<file path="config.mk">
export PLATFORM = sky130hd
export DESIGN_NAME = dispsync
export DESIGN_NICKNAME = d
export VERILOG_FILES = /design/src/rtl/dispgen_pkg.sv /design/src/rtl/dispsync_axis.sv /design/src/rtl/dispsync.sv
export SDC_FILE = /design/constraint.sdc
export NUM_CORES = 1
export LEC_CHECK = 0
export ABC_CLOCK_PERIOD_IN_PS = 4500
export CAP_MARGIN = 15
export CORE_ASPECT_RATIO = 0.9
export CORE_MARGIN = 5
export CORE_UTILIZATION = 60
export CTS_BUF_LIST = sky130_fd_sc_hd__clkbuf_2 sky130_fd_sc_hd__clkbuf_4 sky130_fd_sc_hd__clkbuf_8
export DETAILED_ROUTE_END_ITERATION = 10
export PLACE_DENSITY = 0.88
export SETUP_SLACK_MARGIN = 0.5
export SLEW_MARGIN = 20
export SYNTH_ARGS = -nofsm -noshare
export SYNTH_HDL_FRONTEND = slang
export SYNTH_SLANG_ARGS = --single-unit
</file>
<file path="constraint.sdc">
create_clock -name CLK -period 4.5 [get_ports CLK]
set_clock_uncertainty 0.1 [all_clocks]
set_input_delay 0.45 -clock CLK [delete_from_list [all_inputs] [get_ports CLK]]
set_output_delay 0.45 -clock CLK [all_outputs]
set_load 0.02 [all_outputs]
</file>
<file path="src/rtl/dispgen_pkg.sv">
// rtl/dispgen_pkg.sv - shared phase encoding, count width and 640x480 timing defaults
package dispgen_pkg;

  localparam int COUNT_W   = 12;
  localparam int COUNT_MAX = (1 << COUNT_W) - 1;

  typedef enum logic [1:0] {
    PH_ACTIVE = 2'd0,
    PH_FRONT  = 2'd1,
    PH_SYNC   = 2'd2,
    PH_BACK   = 2'd3
  } phase_t;

  localparam int DEF_H_ACT  = 640;
  localparam int DEF_H_FP   = 16;
  localparam int DEF_H_SYNC = 96;
  localparam int DEF_H_BP   = 48;
  localparam int DEF_V_ACT  = 480;
  localparam int DEF_V_FP   = 10;
  localparam int DEF_V_SYNC = 2;
  localparam int DEF_V_BP   = 33;

  // Boundaries are exclusive upper limits of ACTIVE, FRONT and SYNC.
  function automatic phase_t phase_of(input logic [COUNT_W-1:0] n,
                                      input logic [COUNT_W-1:0] act_end,
                                      input logic [COUNT_W-1:0] front_end,
                                      input logic [COUNT_W-1:0] sync_end);
    phase_t ph;
    if (n < act_end)        ph = PH_ACTIVE;
    else if (n < front_end) ph = PH_FRONT;
    else if (n < sync_end)  ph = PH_SYNC;
    else                    ph = PH_BACK;
    return ph;
  endfunction

endpackage

</file>
<file path="src/rtl/dispsync_axis.sv">
// rtl/dispsync_axis.sv - one timing axis: wrapping counter with registered phase decode
module dispsync_axis
  import dispgen_pkg::*;
#(
  parameter int ACT  = DEF_H_ACT,
  parameter int FP   = DEF_H_FP,
  parameter int SYNC = DEF_H_SYNC,
  parameter int BP   = DEF_H_BP
) (
  input  logic               CLK,
  input  logic               RST_N,
  input  logic               step,
  input  logic               clear,
  output logic [COUNT_W-1:0] count,
  output phase_t             phase,
  output logic               wrap
);

  localparam logic [COUNT_W-1:0] LAST      = COUNT_W'(ACT + FP + SYNC + BP - 1);
  localparam logic [COUNT_W-1:0] ACT_END   = COUNT_W'(ACT);
  localparam logic [COUNT_W-1:0] FRONT_END = COUNT_W'(ACT + FP);
  localparam logic [COUNT_W-1:0] SYNC_END  = COUNT_W'(ACT + FP + SYNC);

  logic [COUNT_W-1:0] count_nxt;

  assign wrap      = (count == LAST);
  assign count_nxt = wrap ? '0 : count + 1'b1;

  // Phase is decoded from the next count so it lands on the same edge as the count.
  always_ff @(posedge CLK or negedge RST_N) begin
    if (!RST_N) begin
      count <= '0;
      phase <= PH_ACTIVE;
    end else if (clear) begin
      count <= '0;
      phase <= PH_ACTIVE;
    end else if (step) begin
      count <= count_nxt;
      phase <= phase_of(count_nxt, ACT_END, FRONT_END, SYNC_END);
    end
  end

endmodule

</file>
<file path="src/rtl/dispsync.sv">
// rtl/dispsync.sv - video timing sequencer: pixel enable, H/V counters, sync and DE strobes
module dispsync
  import dispgen_pkg::*;
#(
  parameter int   CKE_DIV = 2,
  parameter int   H_ACT   = DEF_H_ACT,
  parameter int   H_FP    = DEF_H_FP,
  parameter int   H_SYNC  = DEF_H_SYNC,
  parameter int   H_BP    = DEF_H_BP,
  parameter int   V_ACT   = DEF_V_ACT,
  parameter int   V_FP    = DEF_V_FP,
  parameter int   V_SYNC  = DEF_V_SYNC,
  parameter int   V_BP    = DEF_V_BP,
  parameter logic HS_POL  = 1'b0,
  parameter logic VS_POL  = 1'b0
) (
  input  logic               CLK,
  input  logic               RST_N,
  input  logic               ENABLE,
  output logic               TX_CLK,
  output logic               TX_HS,
  output logic               TX_VS,
  output logic               TX_DE,
  output logic [COUNT_W-1:0] H_COUNT,
  output logic [COUNT_W-1:0] V_COUNT,
  output logic               FRAME_START,
  output logic               BUSY
);

  localparam int H_TOTAL = H_ACT + H_FP + H_SYNC + H_BP;
  localparam int V_TOTAL = V_ACT + V_FP + V_SYNC + V_BP;

  if (CKE_DIV < 1 || CKE_DIV > 15 ||
      H_ACT < 1 || H_FP < 1 || H_SYNC < 1 || H_BP < 1 ||
      V_ACT < 1 || V_FP < 1 || V_SYNC < 1 || V_BP < 1 ||
      H_TOTAL > COUNT_MAX || V_TOTAL > COUNT_MAX) begin : g_bad_params
    $error("dispsync: timing parameters out of range");
  end

  localparam logic [3:0] DIV_LAST = 4'(CKE_DIV - 1);

  typedef enum logic {ST_IDLE, ST_RUN} state_t;

  state_t     state;
  logic [3:0] div_cnt;
  logic       run;
  logic       h_wrap;
  logic       v_wrap;
  phase_t     h_phase;
  phase_t     v_phase;

  assign run = (state == ST_RUN);

  // Divider keeps running in IDLE so downstream pipelines still see pixel enables.
  always_ff @(posedge CLK or negedge RST_N) begin
    if (!RST_N) begin
      div_cnt <= 4'd0;
      TX_CLK  <= 1'b0;
    end else begin
      div_cnt <= (div_cnt == DIV_LAST) ? 4'd0 : div_cnt + 4'd1;
      TX_CLK  <= (div_cnt == DIV_LAST);
    end
  end

  always_ff @(posedge CLK or negedge RST_N) begin
    if (!RST_N) begin
      state       <= ST_IDLE;
      FRAME_START <= 1'b0;
    end else begin
      FRAME_START <= 1'b0;
      if (TX_CLK) begin
        if (!run) begin
          if (ENABLE) begin
            state       <= ST_RUN;
            FRAME_START <= 1'b1;
          end
        end else if (h_wrap && v_wrap) begin
          if (ENABLE) FRAME_START <= 1'b1;
          else        state       <= ST_IDLE;
        end
      end
    end
  end

  dispsync_axis #(
    .ACT  (H_ACT),
    .FP   (H_FP),
    .SYNC (H_SYNC),
    .BP   (H_BP)
  ) u_h_axis (
    .CLK   (CLK),
    .RST_N (RST_N),
    .step  (TX_CLK & run),
    .clear (TX_CLK & ~run),
    .count (H_COUNT),
    .phase (h_phase),
    .wrap  (h_wrap)
  );

  dispsync_axis #(
    .ACT  (V_ACT),
    .FP   (V_FP),
    .SYNC (V_SYNC),
    .BP   (V_BP)
  ) u_v_axis (
    .CLK   (CLK),
    .RST_N (RST_N),
    .step  (TX_CLK & run & h_wrap),
    .clear (TX_CLK & ~run),
    .count (V_COUNT),
    .phase (v_phase),
    .wrap  (v_wrap)
  );

  assign BUSY  = run;
  assign TX_DE = run && (h_phase == PH_ACTIVE) && (v_phase == PH_ACTIVE);
  assign TX_HS = (h_phase == PH_SYNC) ? HS_POL : ~HS_POL;
  assign TX_VS = (v_phase == PH_SYNC) ? VS_POL : ~VS_POL;

endmodule

</file>
## After elaboration in Yosys (flattened, before gate mapping)

Index checks and enable logic that the tools add are counted.

| cells by class | value |
|---|---|
| add/sub/neg operators | 3 |
| $mul | 0 |
| div/mod/pow operators | 0 |
| magnitude comparators | 6 |
| equality and inequality tests | 5 |
| shift operators | 0 |
| multiplexer cells | 25 |
| bitwise gates (word level) | 4 |
| reductions and logical operators | 7 |

Operators by type and width:

| operator | count |
|---|---|
| $mux W12 | 6 |
| $lt A12 B10 Y1 const B | 3 |
| $lt A12 B9 Y1 const B | 3 |
| $add A12 B1 Y12 const B | 2 |
| $eq A12 B10 Y1 const B | 2 |
| $mux W2 | 8 |
| $mux W1 | 10 |
| $add A4 B1 Y4 const B | 1 |
| $eq A2 B2 Y1 const B | 2 |
| $eq A4 B1 Y1 const B | 1 |
| $logic_not A2 Y1 | 2 |
| $mux W4 | 1 |
| $reduce_bool A2 Y1 | 2 |
| $and A1 B1 Y1 | 3 |
| $logic_and A1 B1 Y1 | 3 |
| $not A1 Y1 | 1 |

| storage, ports and cells | value |
|---|---|
| register bits | 35 |
| latch bits | 0 |
| bits in writable memories | 0 |
| bits in read-only memories | 0 |
| output and inout bits | 30 |
| logic and storage cells | 58 |
| memories | 0 |

## Depth between registers and ports, before layout

| logic depth | value |
|---|---|
| word-level depth | 8 |
| depth in mapped cells | 8 |

## By module

Synthesis repeated with hierarchy kept, for this count alone.

| second synthesis, totals | value |
|---|---|
| cell total of the unflattened synthesis | 284 |
| area total of the unflattened synthesis | 2482.4 um2 |

Modules (own cells, without submodules):

| module | instances | cells each | area each (um2) |
|---|---|---|---|
| dispsync_axis (u_h_axis) | 1 | 130 | 1162.4 |
| dispsync_axis (u_v_axis) | 1 | 125 | 1012.2 |
| dispsync | 1 | 29 | 307.8 |

## Worst setup path after synthesis

Ideal clock, no wire load.

| path | value |
|---|---|
| kind | reg-to-reg |
| start | register u_h_axis.count[0] |
| end | register u_v_axis.count[4] |
| arrival | 2143 ps |
| setup slack | 2124 ps |
| stages on the path, launching flop included | 9 |
| buffers on the path | 1 |
| cell sequence | dfrtp_1 > ha_1 > nand4_2 > or4_4 > nand2_4 > nand2_4 > buf_6 > o21ai_1 > o31ai_1 |

| on the way | value |
|---|---|
| longest elaborated chain between the ends | 3 |

Ends and longest elaborated chain:

| what | RTL line | source |
|---|---|---|
| start: declaration | dispsync_axis.sv:14 | `output logic [COUNT_W-1:0] count,` |
| start signal: assignment | dispsync_axis.sv:38 | `count <= count_nxt;` |
| $eq A12 B10 Y1 | dispsync_axis.sv:26 | `assign wrap = (count == LAST);` |
| $and A1 B1 Y1 | dispsync.sv:108 | `.step (TX_CLK & run & h_wrap),` |
| $reduce_bool A2 Y1 (no line) | n/a |  |
| end signal: assignment | dispsync_axis.sv:38 |  |
| end: declaration | dispsync_axis.sv:14 |  |

No other way between the ends.
A chain may end at the register's enable or synchronous reset.

## Worst setup path after layout

| path | value |
|---|---|
| start | register u_h_axis.count[0] |
| end | register u_v_axis.phase[1] |

| on the way | value |
|---|---|
| longest elaborated chain between the ends | 3 |

Ends and longest elaborated chain:

| what | RTL line | source |
|---|---|---|
| $eq A12 B10 Y1 | dispsync_axis.sv:26 |  |
| $and A1 B1 Y1 | dispsync.sv:108 |  |
| $reduce_bool A2 Y1 (no line) | n/a |  |
| end signal: assignment | dispsync_axis.sv:39 | `phase <= phase_of(count_nxt, ACT_END, FRONT_END, SYNC_END);` |
| end: declaration | dispsync_axis.sv:15 | `output phase_t phase,` |

No other way between the ends.

==> reports/qor.yml <==
run_status:
  outcome: "completed"
routing:
  drt_pass1_iterations: 5
  final_antenna_net_count: 0
  vias_per_cell: 6.424
  drtIter0Drc: 233
  wl_per_cell_um: 16.43
  finalWirelength_mm: 5.503
  routed-via-count: 2152
  drcViolationCount: 0
layout:
  area_growth_pct: 18.09
  drive_above_1_share_pct: 6.574
  fillers: 304
  antenna_cells: 0
  finalNetCount: 294
  stdcell_count: 335
clocking:
  numCtsBuffers: 5
  cts_resized: 0
  cts.sinks: 35
  cts_setup_buffers: 0
  clk_pin_slew_ns: 0.07
  htreeDepth: 2
  cts_buffer_depth: 2
  holdBufCountCts: 0
  clock_latency_ns: 0.30
  cts_tree: "built"
  root_buffer: "clkbuf_8"
die:
  start_util_pct: 60.98
  die-height_um: 67.80
  core_area_um2: 3652
  die-area_um2: 5032
  die-width_um: 74.22
  boundaryPins: 33
  num_rows: 21
logic_synthesis:
  synth-edff-count: 0
  syn_nets: 269
  seq_area_frac_synth_pct: 39.33
  synth_top_cell_by_area: "dfrtp_1"
  synth_most_common_cell: "dfrtp_1"
  ys.flop_type: "dfrtp_1"
  mappedNetlistArea_um2: 2227
  ys_types: 53
  syn_inst: 263
  synth_async_sr_flop_share_pct: 100.0
  syn_avg_cell_area_um2: 8.468
  synthTopCellsByCount: "35 x dfrtp_1, 23 x nand2_1, 23 x nor2_1"
  synth_top_cell_area_share_pct: 39.33
  yosys_warnings: 0
  synth_seq_cells: 35
  synthTopCellsByArea: "dfrtp_1 39%, o21ai_0 4.7%, nand2_1 3.9%"
timing:
  relSlewSlack_pct: 67.88
  setup-violations-final: 0
  hold_violations: 0
  final.setup.tns_ns: 0
  min_period_over_period_pct: 56.41
  max_freq_ghz: 0.3939
  grt_setup_unrepaired: "no"
  slew_viol_final: 0
  min_period_ns: 2.539
  worstMarginPinSlew_ns: 0.4817
critical_path:
  startpoint_type: "register"
  critPathCaptureType: "register"
  critPathKind: "register to register"
  crit_path_max_incr_delay_ns: 0.65
  crit_chain: "ha_1 > nand4_2 > or4_4 > nand2_4 > nand2_4 > a22oi_1 > o21ai_0"
  cp_max_fo: 14
  cp_slowest_cell: "or4_4"
  required_ns: 4.56
  arrival_ns: 2.60
  cpMostUsedCell: "nand2_4"
grt:
  grt_max_degree: 36
  grt_pass1_vias: 1822
  grt_overflow: 0
  antenna_found_initial: 0
  grt_pass1_wl_mm: 9.059
  grt_use_total_pct: 23.79
job:
  maxCapViolations: 0
power_and_ir_drop:
  power.density_nw_per_um2: 210.1
  p_total_mw: 0.5526
  p_leak_nw: 1.100
  ir_drop_mv: 0.2008
placed_design:
  placed_cells: 327
  dpl.hpwl_mm: 3.866
  numPortBuffers: 32
  gp_congestion: 0.9571
hold_path:
  hold_class: "register to register"
## cell usage in the layout (no fill, tap or decap), drive strengths merged, types with 8 or more instances in the layout
| cell type | synthesis | routed |
|---|---|---|
| a21oi | 15 | 15 |
| clkdlybuf4s50 | 0 | 32 |
| dfrtp | 35 | 35 |
| inv | 10 | 10 |
| nand2 | 25 | 25 |
| nand3 | 13 | 13 |
| nor2 | 23 | 23 |
| nor3 | 9 | 9 |
| o21ai | 29 | 29 |
| o31ai | 8 | 8 |
## worst paths after layout
check | startpoint | end | slack [ns] | cells past startpoint
min | div_cnt[3] | TX_CLK | 0.38 | 1
min in group asynchronous | RST_N | u_h_axis.count[5] | 0.45 | 2
max reg2reg | u_h_axis.count[0] | u_v_axis.phase[1] | 1.96 | 7
min reg2reg | div_cnt[3] | TX_CLK | 0.38 | 1
max in group asynchronous | RST_N | u_v_axis.phase[1] | 3.52 | 2
max | u_h_axis.count[0] | u_v_axis.phase[1] | 1.96 | 7
## logic make-up (layout without fill, tap and decap cells)
kind of cell	after synthesis	in the layout	share of synthesized area (%)
buf+inv	25	51	4.887
xor+xnor	7	7	2.753
simple gates	113	113	28.43
compound gates	78	78	21.97
fa+ha+maj	3	3	1.686
mux	2	2	0.9550
flops	35	35	39.33
## area by class of cell
type                    instances  area, um^2  area share, %
clock buffers                   5       68.82          2.617
multi-input cells             203        1242          47.24
flip-flops and latches         35       875.8          33.30
clock inverters                 3       20.02         0.7612
well taps                      46       57.56          2.188
repair buffers                 33       327.8          12.46
inverters                      10       37.54          1.427
## per-layer routing
layer | track usage, % | up-vias | wire [um]
met5 | 0 | - | 0
met4 | 9.556 | 0 | 88
met2 | 35.84 | 96 | 2505
met1 | 33.58 | 1033 | 2508
met3 | 4.613 | 9 | 401
li1 | - | 1014 | -
## through the flow
| step | util [%] | cell area, um^2 | setup WS [ns] | hold slack [ns] |
|---|---|---|---|---|
| after floorplan | - | 2227 | 2.124 | 0.05441 |
| after global placement | 69.58 | 2541 | 2.130 | 0.3742 |
| after detailed placement | 69.58 | 2541 | 2.011 | 0.3721 |
| after CTS | 72.01 | 2630 | 1.992 | 0.3840 |
| after global routing | 72.01 | 2630 | 1.781 | 0.4128 |
| final | 72.01 | 2630 | 1.961 | 0.3814 |
## registers in the layout, summed over array words and instances, names as in the netlist
signal	cells
FRAME_START	1
u_v_axis.phase	2
div_cnt	4
u_h_axis.count	12
u_h_axis.phase	2
TX_CLK	1
BUSY	1
u_v_axis.count	12
## report_power, final
part / internal (mW) / switching, mW
sequential: 0.314 / 0
clock: 0.108 / 0.122
combinational: 0.00210 / 0.00633
total: 0.424 / 0.129
## critical path, delay by kind of cell, from the launching register on
kind | cells | cell delay, ns
flip-flops | 1 | 0.41
AO/OA/AOI/OAI | 2 | 0.35
adder cells (fa/ha/maj) | 1 | 0.29
AND/OR/NAND/NOR | 4 | 1.24
(Power assumes the default switching activity.)
